<file path="config.mk">
export PLATFORM = sky130hd
export DESIGN_NAME = mips_multicycle_ctrl
export DESIGN_NICKNAME = d
export VERILOG_FILES = /design/src/rtl/mips_multicycle_ctrl.sv
export SDC_FILE = /design/constraint.sdc
export NUM_CORES = 1
export LEC_CHECK = 0
export CAP_MARGIN = 20
export CORE_MARGIN = 5
export CORE_UTILIZATION = 49
export CTS_BUF_LIST = sky130_fd_sc_hd__clkbuf_16
export DETAILED_ROUTE_END_ITERATION = 10
export PLACE_DENSITY = 0.84
export SLEW_MARGIN = 15
export SYNTH_ARGS = -nofsm -noshare
export SYNTH_HDL_FRONTEND = slang
export SYNTH_SLANG_ARGS = --single-unit
</file>
<file path="constraint.sdc">
create_clock -name clk -period 3.19 [get_ports clk]
set_clock_uncertainty 0.2 [all_clocks]
set_input_delay 0.638 -clock clk [delete_from_list [all_inputs] [get_ports clk]]
set_output_delay 0.638 -clock clk [all_outputs]
set_load 0.01 [all_outputs]
</file>
<file path="src/rtl/mips_multicycle_ctrl.sv">
// Multi-cycle MIPS control FSM: 3-5 cycles per instruction plus memory wait cycles.
// Memory states stall on mem_ready and fall into ERROR after TIMEOUT_CYCLES waits (0 = never).
module mips_multicycle_ctrl #(
    parameter int TIMEOUT_CYCLES = 16
) (
    input  logic       clk,
    input  logic       rst,
    input  logic [5:0] opcode,
    input  logic [5:0] funct,
    input  logic       zero,
    input  logic       mem_ready,
    output logic       pc_en,
    output logic       iord,
    output logic       mem_read,
    output logic       mem_write,
    output logic       ir_write,
    output logic       mdr_write,
    output logic       reg_dst,
    output logic       mem_to_reg,
    output logic       reg_write,
    output logic       alu_src_a,
    output logic [1:0] alu_src_b,
    output logic [2:0] alu_ctrl,
    output logic [1:0] pc_src,
    output logic       instr_done,
    output logic       illegal_op,
    output logic       bus_error,
    output logic [3:0] dbg_state
);
    localparam int CW = (TIMEOUT_CYCLES > 1) ? $clog2(TIMEOUT_CYCLES) : 1;
    localparam logic [CW-1:0] LIM = CW'((TIMEOUT_CYCLES > 0) ? TIMEOUT_CYCLES - 1 : 0);

    typedef enum logic [3:0] {
        S_FETCH   = 4'd0,  S_DECODE = 4'd1,  S_MEMADR = 4'd2,  S_MEMRD  = 4'd3,
        S_MEMWB   = 4'd4,  S_MEMWR  = 4'd5,  S_EXEC   = 4'd6,  S_ALUWB  = 4'd7,
        S_BRANCH  = 4'd8,  S_ADDIEX = 4'd9,  S_ADDIWB = 4'd10, S_JUMP   = 4'd11,
        S_ILLEGAL = 4'd12, S_ERROR  = 4'd13
    } state_t;

    state_t        state;
    state_t        next_state;
    logic [CW-1:0] wait_cnt;
    logic          mem_wait;
    logic          timeout;
    logic          r_legal;
    logic [2:0]    r_alu;

    always_comb begin
        r_legal = 1'b1;
        r_alu   = 3'b010;
        case (funct)
            6'h20:   r_alu = 3'b010;
            6'h22:   r_alu = 3'b110;
            6'h24:   r_alu = 3'b000;
            6'h25:   r_alu = 3'b001;
            6'h2A:   r_alu = 3'b111;
            default: r_legal = 1'b0;
        endcase
    end

    assign mem_wait = (state == S_FETCH) || (state == S_MEMRD) || (state == S_MEMWR);
    // The limit cycle still accepts mem_ready; only a miss on it times out.
    assign timeout  = mem_wait && !mem_ready && (TIMEOUT_CYCLES != 0) && (wait_cnt == LIM);

    always_comb begin
        next_state = state;
        case (state)
            S_FETCH:  if (mem_ready) next_state = S_DECODE; else if (timeout) next_state = S_ERROR;
            S_DECODE: begin
                case (opcode)
                    6'h00:        next_state = r_legal ? S_EXEC : S_ILLEGAL;
                    6'h23, 6'h2B: next_state = S_MEMADR;
                    6'h04:        next_state = S_BRANCH;
                    6'h08:        next_state = S_ADDIEX;
                    6'h02:        next_state = S_JUMP;
                    default:      next_state = S_ILLEGAL;
                endcase
            end
            S_MEMADR: next_state = opcode[3] ? S_MEMWR : S_MEMRD;
            S_MEMRD:  if (mem_ready) next_state = S_MEMWB; else if (timeout) next_state = S_ERROR;
            S_MEMWR:  if (mem_ready) next_state = S_FETCH; else if (timeout) next_state = S_ERROR;
            S_EXEC:   next_state = S_ALUWB;
            S_ADDIEX: next_state = S_ADDIWB;
            S_MEMWB, S_ALUWB, S_BRANCH, S_ADDIWB, S_JUMP: next_state = S_FETCH;
            S_ILLEGAL, S_ERROR: next_state = state;
            default:  next_state = S_FETCH;
        endcase
    end

    always_ff @(posedge clk) begin
        if (rst) begin
            state    <= S_FETCH;
            wait_cnt <= '0;
        end else begin
            state <= next_state;
            if (next_state != state || mem_ready)
                wait_cnt <= '0;
            else if (mem_wait)
                wait_cnt <= wait_cnt + CW'(1);
        end
    end

    always_comb begin
        pc_en = 1'b0; iord = 1'b0; mem_read = 1'b0; mem_write = 1'b0;
        ir_write = 1'b0; mdr_write = 1'b0; reg_dst = 1'b0; mem_to_reg = 1'b0;
        reg_write = 1'b0; alu_src_a = 1'b0; alu_src_b = 2'b00; alu_ctrl = 3'b010;
        pc_src = 2'b00; instr_done = 1'b0; illegal_op = 1'b0; bus_error = 1'b0;
        case (state)
            S_FETCH:  begin mem_read = 1'b1; alu_src_b = 2'b01;
                            ir_write = mem_ready; pc_en = mem_ready; end
            S_DECODE: alu_src_b = 2'b11;
            S_MEMADR: begin alu_src_a = 1'b1; alu_src_b = 2'b10; end
            S_MEMRD:  begin mem_read = 1'b1; iord = 1'b1; mdr_write = mem_ready; end
            S_MEMWB:  begin reg_write = 1'b1; mem_to_reg = 1'b1; instr_done = 1'b1; end
            S_MEMWR:  begin mem_write = 1'b1; iord = 1'b1; instr_done = mem_ready; end
            S_EXEC:   begin alu_src_a = 1'b1; alu_ctrl = r_alu; end
            S_ALUWB:  begin reg_write = 1'b1; reg_dst = 1'b1; instr_done = 1'b1; end
            S_BRANCH: begin alu_src_a = 1'b1; alu_ctrl = 3'b110; pc_src = 2'b01;
                            pc_en = zero; instr_done = 1'b1; end
            S_ADDIEX: begin alu_src_a = 1'b1; alu_src_b = 2'b10; end
            S_ADDIWB: begin reg_write = 1'b1; instr_done = 1'b1; end
            S_JUMP:   begin pc_src = 2'b10; pc_en = 1'b1; instr_done = 1'b1; end
            S_ILLEGAL: illegal_op = 1'b1;
            S_ERROR:   bus_error = 1'b1;
            default: ;
        endcase
        // Reset cycle suppresses every strobe, even mid memory access.
        if (rst) begin
            pc_en = 1'b0; iord = 1'b0; mem_read = 1'b0; mem_write = 1'b0;
            ir_write = 1'b0; mdr_write = 1'b0; reg_dst = 1'b0; mem_to_reg = 1'b0;
            reg_write = 1'b0; alu_src_a = 1'b0; alu_src_b = 2'b00; alu_ctrl = 3'b010;
            pc_src = 2'b00; instr_done = 1'b0; illegal_op = 1'b0; bus_error = 1'b0;
        end
    end

    assign dbg_state = state;
endmodule

</file>
==> flow_summary.html <==
<table>
<tr><th>Metric</th><th>Value</th></tr>
<tr><th colspan="2">Global route</th></tr>
<tr><td>Maximum number of pins on one net before global-route repair</td><td>23</td></tr>
<tr><td>Antenna violations before repair</td><td>0</td></tr>
<tr><td>First-pass GRT wire length</td><td>5180 um</td></tr>
<tr><td>Remaining global-route overflow</td><td>0</td></tr>
<tr><td>All-Layer GR Usage</td><td>0.191</td></tr>
<tr><td>Number of global-route vias before repair</td><td>1123</td></tr>
<tr><th colspan="2">Detailed routing</th></tr>
<tr><td>DRC violations left</td><td>0</td></tr>
<tr><td>Final antenna-violating net count</td><td>0</td></tr>
<tr><td>Number of detailed-route iterations in the first pass</td><td>4</td></tr>
<tr><td>Vias after detailed routing</td><td>1228</td></tr>
<tr><td>Count of routing violations after the opening detailed-route iteration</td><td>36</td></tr>
<tr><td>Detailed-route wire length per cell</td><td>15.0 um</td></tr>
<tr><td>Detailed-route vias per instance</td><td>5.79</td></tr>
<tr><td>Drt total wl</td><td>3180 um</td></tr>
<tr><th colspan="2">STA</th></tr>
<tr><td>Max Slew Vio Count</td><td>0</td></tr>
<tr><td>Setup violation total in the final timing report</td><td>0</td></tr>
<tr><td>Hold Fails Final Rpt</td><td>0</td></tr>
<tr><td>Setup TNS</td><td>0 ns</td></tr>
<tr><td>Least-Margin Pin Slew</td><td>0.438 ns</td></tr>
<tr><td>Post-layout minimum cycle time</td><td>3.09 ns</td></tr>
<tr><td>Highest achievable clock rate</td><td>324 MHz</td></tr>
<tr><td>RSZ-0062 raised after global routing</td><td>false</td></tr>
<tr><td>Worst hold-check slack</td><td>0.390 ns</td></tr>
<tr><td>Final critical-path setup slack</td><td>0.100 ns</td></tr>
<tr><td>Tightest slew margin relative to the limit</td><td>0.704</td></tr>
<tr><td>Post-route fraction of the period consumed by the critical path</td><td>0.969</td></tr>
<tr><th colspan="2">Synthesis</th></tr>
<tr><td>Unique cell type count in the Yosys netlist</td><td>56</td></tr>
<tr><td>Share of flip-flops with an asynchronous set or reset</td><td>0</td></tr>
<tr><td>Simple logic cell fraction of the synthesized area</td><td>0.397</td></tr>
<tr><td>Synth area leaders</td><td>sky130_fd_sc_hd__dfxtp_1 (14%), sky130_fd_sc_hd__clkbuf_8 (7.3%), sky130_fd_sc_hd__nor2_1 (5.7%)</td></tr>
<tr><td>Synth warn</td><td>0</td></tr>
<tr><td>XOR/XNOR Fraction of Synth Area</td><td>0.0543</td></tr>
<tr><td>Leading post-synthesis cells by instance count</td><td>sky130_fd_sc_hd__nor2_1 (17), sky130_fd_sc_hd__nor3_1 (12), sky130_fd_sc_hd__nand2_1 (10)</td></tr>
<tr><td>Syn Area/Cell</td><td>7.89 um^2</td></tr>
<tr><td>Share of synthesized cell area in full adder, half adder and majority cells</td><td>0.0111</td></tr>
<tr><td>Most common cell in the synthesized netlist</td><td>sky130_fd_sc_hd__nor2_1</td></tr>
<tr><td>Ys flop type</td><td>sky130_fd_sc_hd__dfxtp_1</td></tr>
<tr><td>Share of cell area taken by muxes after synthesis</td><td>0.0188</td></tr>
<tr><td>Synthesized net count</td><td>160</td></tr>
<tr><td>Synth top area share</td><td>0.142</td></tr>
<tr><td>Main combinational cell family by area after synthesis</td><td>simple AND/OR/NAND/NOR gates</td></tr>
<tr><td>Area leader, netlist</td><td>sky130_fd_sc_hd__dfxtp_1</td></tr>
<tr><td>Sequential share of the synthesized area</td><td>0.142</td></tr>
<tr><td>Compound-gate portion of the synthesized area</td><td>0.251</td></tr>
<tr><td>Instance count of the mapped netlist</td><td>143</td></tr>
<tr><td>Count of flip-flops with a built-in enable after synthesis</td><td>0</td></tr>
<tr><td>Netlist Area Pre-Place</td><td>1130 um^2</td></tr>
<tr><td>Number of register bits inferred by synthesis</td><td>8</td></tr>
<tr><th colspan="2">Power</th></tr>
<tr><td>Int Pwr</td><td>0.410 mW</td></tr>
<tr><td>Static power due to leakage</td><td>0.565 nW</td></tr>
<tr><td>Proportion of power drawn by flip-flops and latches</td><td>0.186</td></tr>
<tr><td>IR drop worst, VDD</td><td>0.478 mV</td></tr>
<tr><td>Portion of total power attributed to the clock network</td><td>0.332</td></tr>
<tr><td>Gate power share</td><td>0.482</td></tr>
<tr><td>Power dissipated by switching net loads</td><td>0.205 mW</td></tr>
<tr><td>Net switching fraction of the power</td><td>0.334</td></tr>
<tr><td>PwrDens</td><td>392 nW/um^2</td></tr>
<tr><th colspan="2">Clocking</th></tr>
<tr><td>Clk Latency, worst-skew pair</td><td>0.23 ns</td></tr>
<tr><td>Largest buffer count on any clock path</td><td>2</td></tr>
<tr><td>Clock transition at the register clock pins on the worst setup and hold paths after CTS</td><td>0.03 ns</td></tr>
<tr><td>CTS buffer count</td><td>3</td></tr>
<tr><td>Number of clock sinks seen by CTS</td><td>8</td></tr>
<tr><td>Cts-stage hold buffer count</td><td>0</td></tr>
<tr><td>CTS Root Cell</td><td>sky130_fd_sc_hd__clkbuf_16</td></tr>
<tr><td>CTS tree</td><td>yes</td></tr>
<tr><td>Clock H-tree levels</td><td>1</td></tr>
<tr><td>Postcts setup bufs</td><td>0</td></tr>
<tr><th colspan="2">Layout</th></tr>
<tr><td>Area grow syn2layout</td><td>39.1%</td></tr>
<tr><td>Area of combinational cells with multiple inputs</td><td>827 um^2</td></tr>
<tr><td>Share of cells above drive strength 1</td><td>0.168</td></tr>
<tr><td>Register Area</td><td>160 um^2</td></tr>
<tr><td>Filler instances</td><td>194</td></tr>
<tr><td>Antenna diode count</td><td>0</td></tr>
<tr><td>Post-Layout Inst Area</td><td>1570 um^2</td></tr>
<tr><td>Final net count</td><td>203</td></tr>
<tr><th colspan="2">Die</th></tr>
<tr><td>Die Span X</td><td>58.0 um</td></tr>
<tr><td>Initial core utilization</td><td>0.510</td></tr>
<tr><td>Count of standard-cell rows</td><td>17</td></tr>
<tr><td>I/O pin count</td><td>40</td></tr>
<tr><td>Die span in y</td><td>58.0 um</td></tr>
<tr><td>DIE AREA</td><td>3360 um^2</td></tr>
<tr><td>Placeable Area</td><td>2210 um^2</td></tr>
<tr><th colspan="2">Critical path</th></tr>
<tr><td>Highest net fanout along the worst path</td><td>2</td></tr>
<tr><td>Sum of buffers and inverters on the critical path</td><td>3</td></tr>
<tr><td>Startpoint-to-endpoint class of the critical path</td><td>in2out</td></tr>
<tr><td>Register-to-register setup slack</td><td>0.76 ns</td></tr>
<tr><td>CP top delay family</td><td>buffers and inverters</td></tr>
<tr><td>Worst path max stage delay</td><td>0.49 ns</td></tr>
<tr><td>CP max stage cell</td><td>sky130_fd_sc_hd__or3_2</td></tr>
<tr><td>Required time at the endpoint of the critical path</td><td>2.35 ns</td></tr>
<tr><td>Series of cell instances along the critical path</td><td>clkdlybuf4s50_1 -&gt; nand2b_1 -&gt; or3_2 -&gt; buf_4 -&gt; a21oi_1 -&gt; dlygate4sd2_1</td></tr>
<tr><td>Signal arrival time at the worst endpoint</td><td>2.25 ns</td></tr>
<tr><td>Critical Path Sink Type</td><td>primary output</td></tr>
<tr><td>CP startpoint kind</td><td>primary input</td></tr>
<tr><th colspan="2">Hold path</th></tr>
<tr><td>Worst min-delay path category</td><td>reg2reg</td></tr>
<tr><th colspan="2">Placed design</th></tr>
<tr><td>Final estimated routing congestion in global placement</td><td>0.841</td></tr>
<tr><td>Number of buffers added on ports</td><td>39</td></tr>
<tr><td>Worst slack at placement</td><td>-0.245 ns</td></tr>
<tr><td>Instance area after placement</td><td>1500 um^2</td></tr>
<tr><td>Detailed placer's ending HPWL</td><td>2450 um</td></tr>
<tr><th colspan="2">Status</th></tr>
<tr><td>Result of the run</td><td>finished, final reports clean</td></tr>
<tr><th colspan="2">Run</th></tr>
<tr><td>Number of violations of the max-capacitance limit</td><td>0</td></tr>
</table>
-- placed cells by master (no fill, tap or decap), drive strengths merged, types with 2 or more instances in the layout --
cell type and instances:
xnor2 2, a21oi 8, o21a 2, dfxtp 8, clkbuf 4, or3 2, a2111oi 3, nor3 12
nor2 18, and2 2, nor4b 6, a31oi 3, o31a 3, nand3 6, o21bai 2, clkdlybuf4s50 36
o21ai 2, dlygate4sd2 2, nand2 10, xor2 5, nand2b 8, nor4 3, buf 10, inv 4
and3 2
-- cells by family (layout without fill, tap and decap cells) --
group / Yosys count / count (layout)
XOR/XNOR: 7 / 7
AO/OA/AOI/OAI: 33 / 33
AND/OR/NAND/NOR: 77 / 77
flip-flops: 8 / 8
buffers and inverters: 15 / 56
multiplexers: 2 / 2
adder cells (fa/ha/maj): 1 / 1
-- sequential cells by signal, indices dropped and copies added (netlist names) --
| name | flops |
|---|---|
| dbg_state | 4 |
| wait_cnt | 4 |
-- power by group through the flow --
stage	clock network (mW)	logic [mW]	registers, mW
floorplan	0	0.204	0.118
global placement	0	0.284	0.115
detailed placement	0	0.292	0.115
CTS	0.207	0.295	0.114
global route	0.218	0.321	0.116
finish	0.204	0.296	0.114
-- final cells by class --
type                            count  area share
Multi-Input combinational cell    120       0.527
Timing Repair Buffer               49       0.292
Sequential cell                     8       0.102
Clock buffer                        3      0.0478
Tap cell                           28      0.0223
Inverter                            4     0.00956
-- worst reg2reg max path, cell delays in order (launching register included) --
cell,delay [ns]
sky130_fd_sc_hd__dfxtp_1,0.52
sky130_fd_sc_hd__buf_4,0.25
sky130_fd_sc_hd__and4bb_4,0.26
sky130_fd_sc_hd__a31oi_4,0.06
sky130_fd_sc_hd__nor3_1,0.34
sky130_fd_sc_hd__o31a_1,0.21
sky130_fd_sc_hd__o221ai_2,0.15
sky130_fd_sc_hd__nor4b_1,0.34
-- final timing paths --
kind | end | from | cells past startpoint
worst max-delay path | alu_ctrl[0] | rst | 6
worst min-delay path | wait_cnt[0]$_SDFFE_PP0N_ | wait_cnt[0]$_SDFFE_PP0N_ | 2
worst max register to register | wait_cnt[3]$_SDFFE_PP0N_ | dbg_state[1]$_SDFF_PP0_ | 7
worst min register to register | wait_cnt[0]$_SDFFE_PP0N_ | wait_cnt[0]$_SDFFE_PP0N_ | 2
-- routing by layer --
metal / GRT usage / wire [um] / vias to the layer above
li1: - / - / 610
met1: 0.245 / 1460 / 580
met2: 0.316 / 1520 / 33
met3: 0.0312 / 159 / 5
met4: 0.0795 / 38 / 0
met5: 0 / 0 / -
-- stage by stage --
stage	utilization	power, mW	cells
5_1_grt	0.710	0.655	212
6_report	0.710	0.615	212
3_3_place_gp	0.679	0.399	209
2_1_floorplan	-	0.322	143
3_5_place_dp	0.679	0.408	209
4_1_cts	0.712	0.616	212
-- timing repair --
item	4_1_cts	5_1_grt
endpoints found under the setup margin	3	2
resized for setup	4	2
pin swaps	0	0
Power figures use the tool's default switching activity.
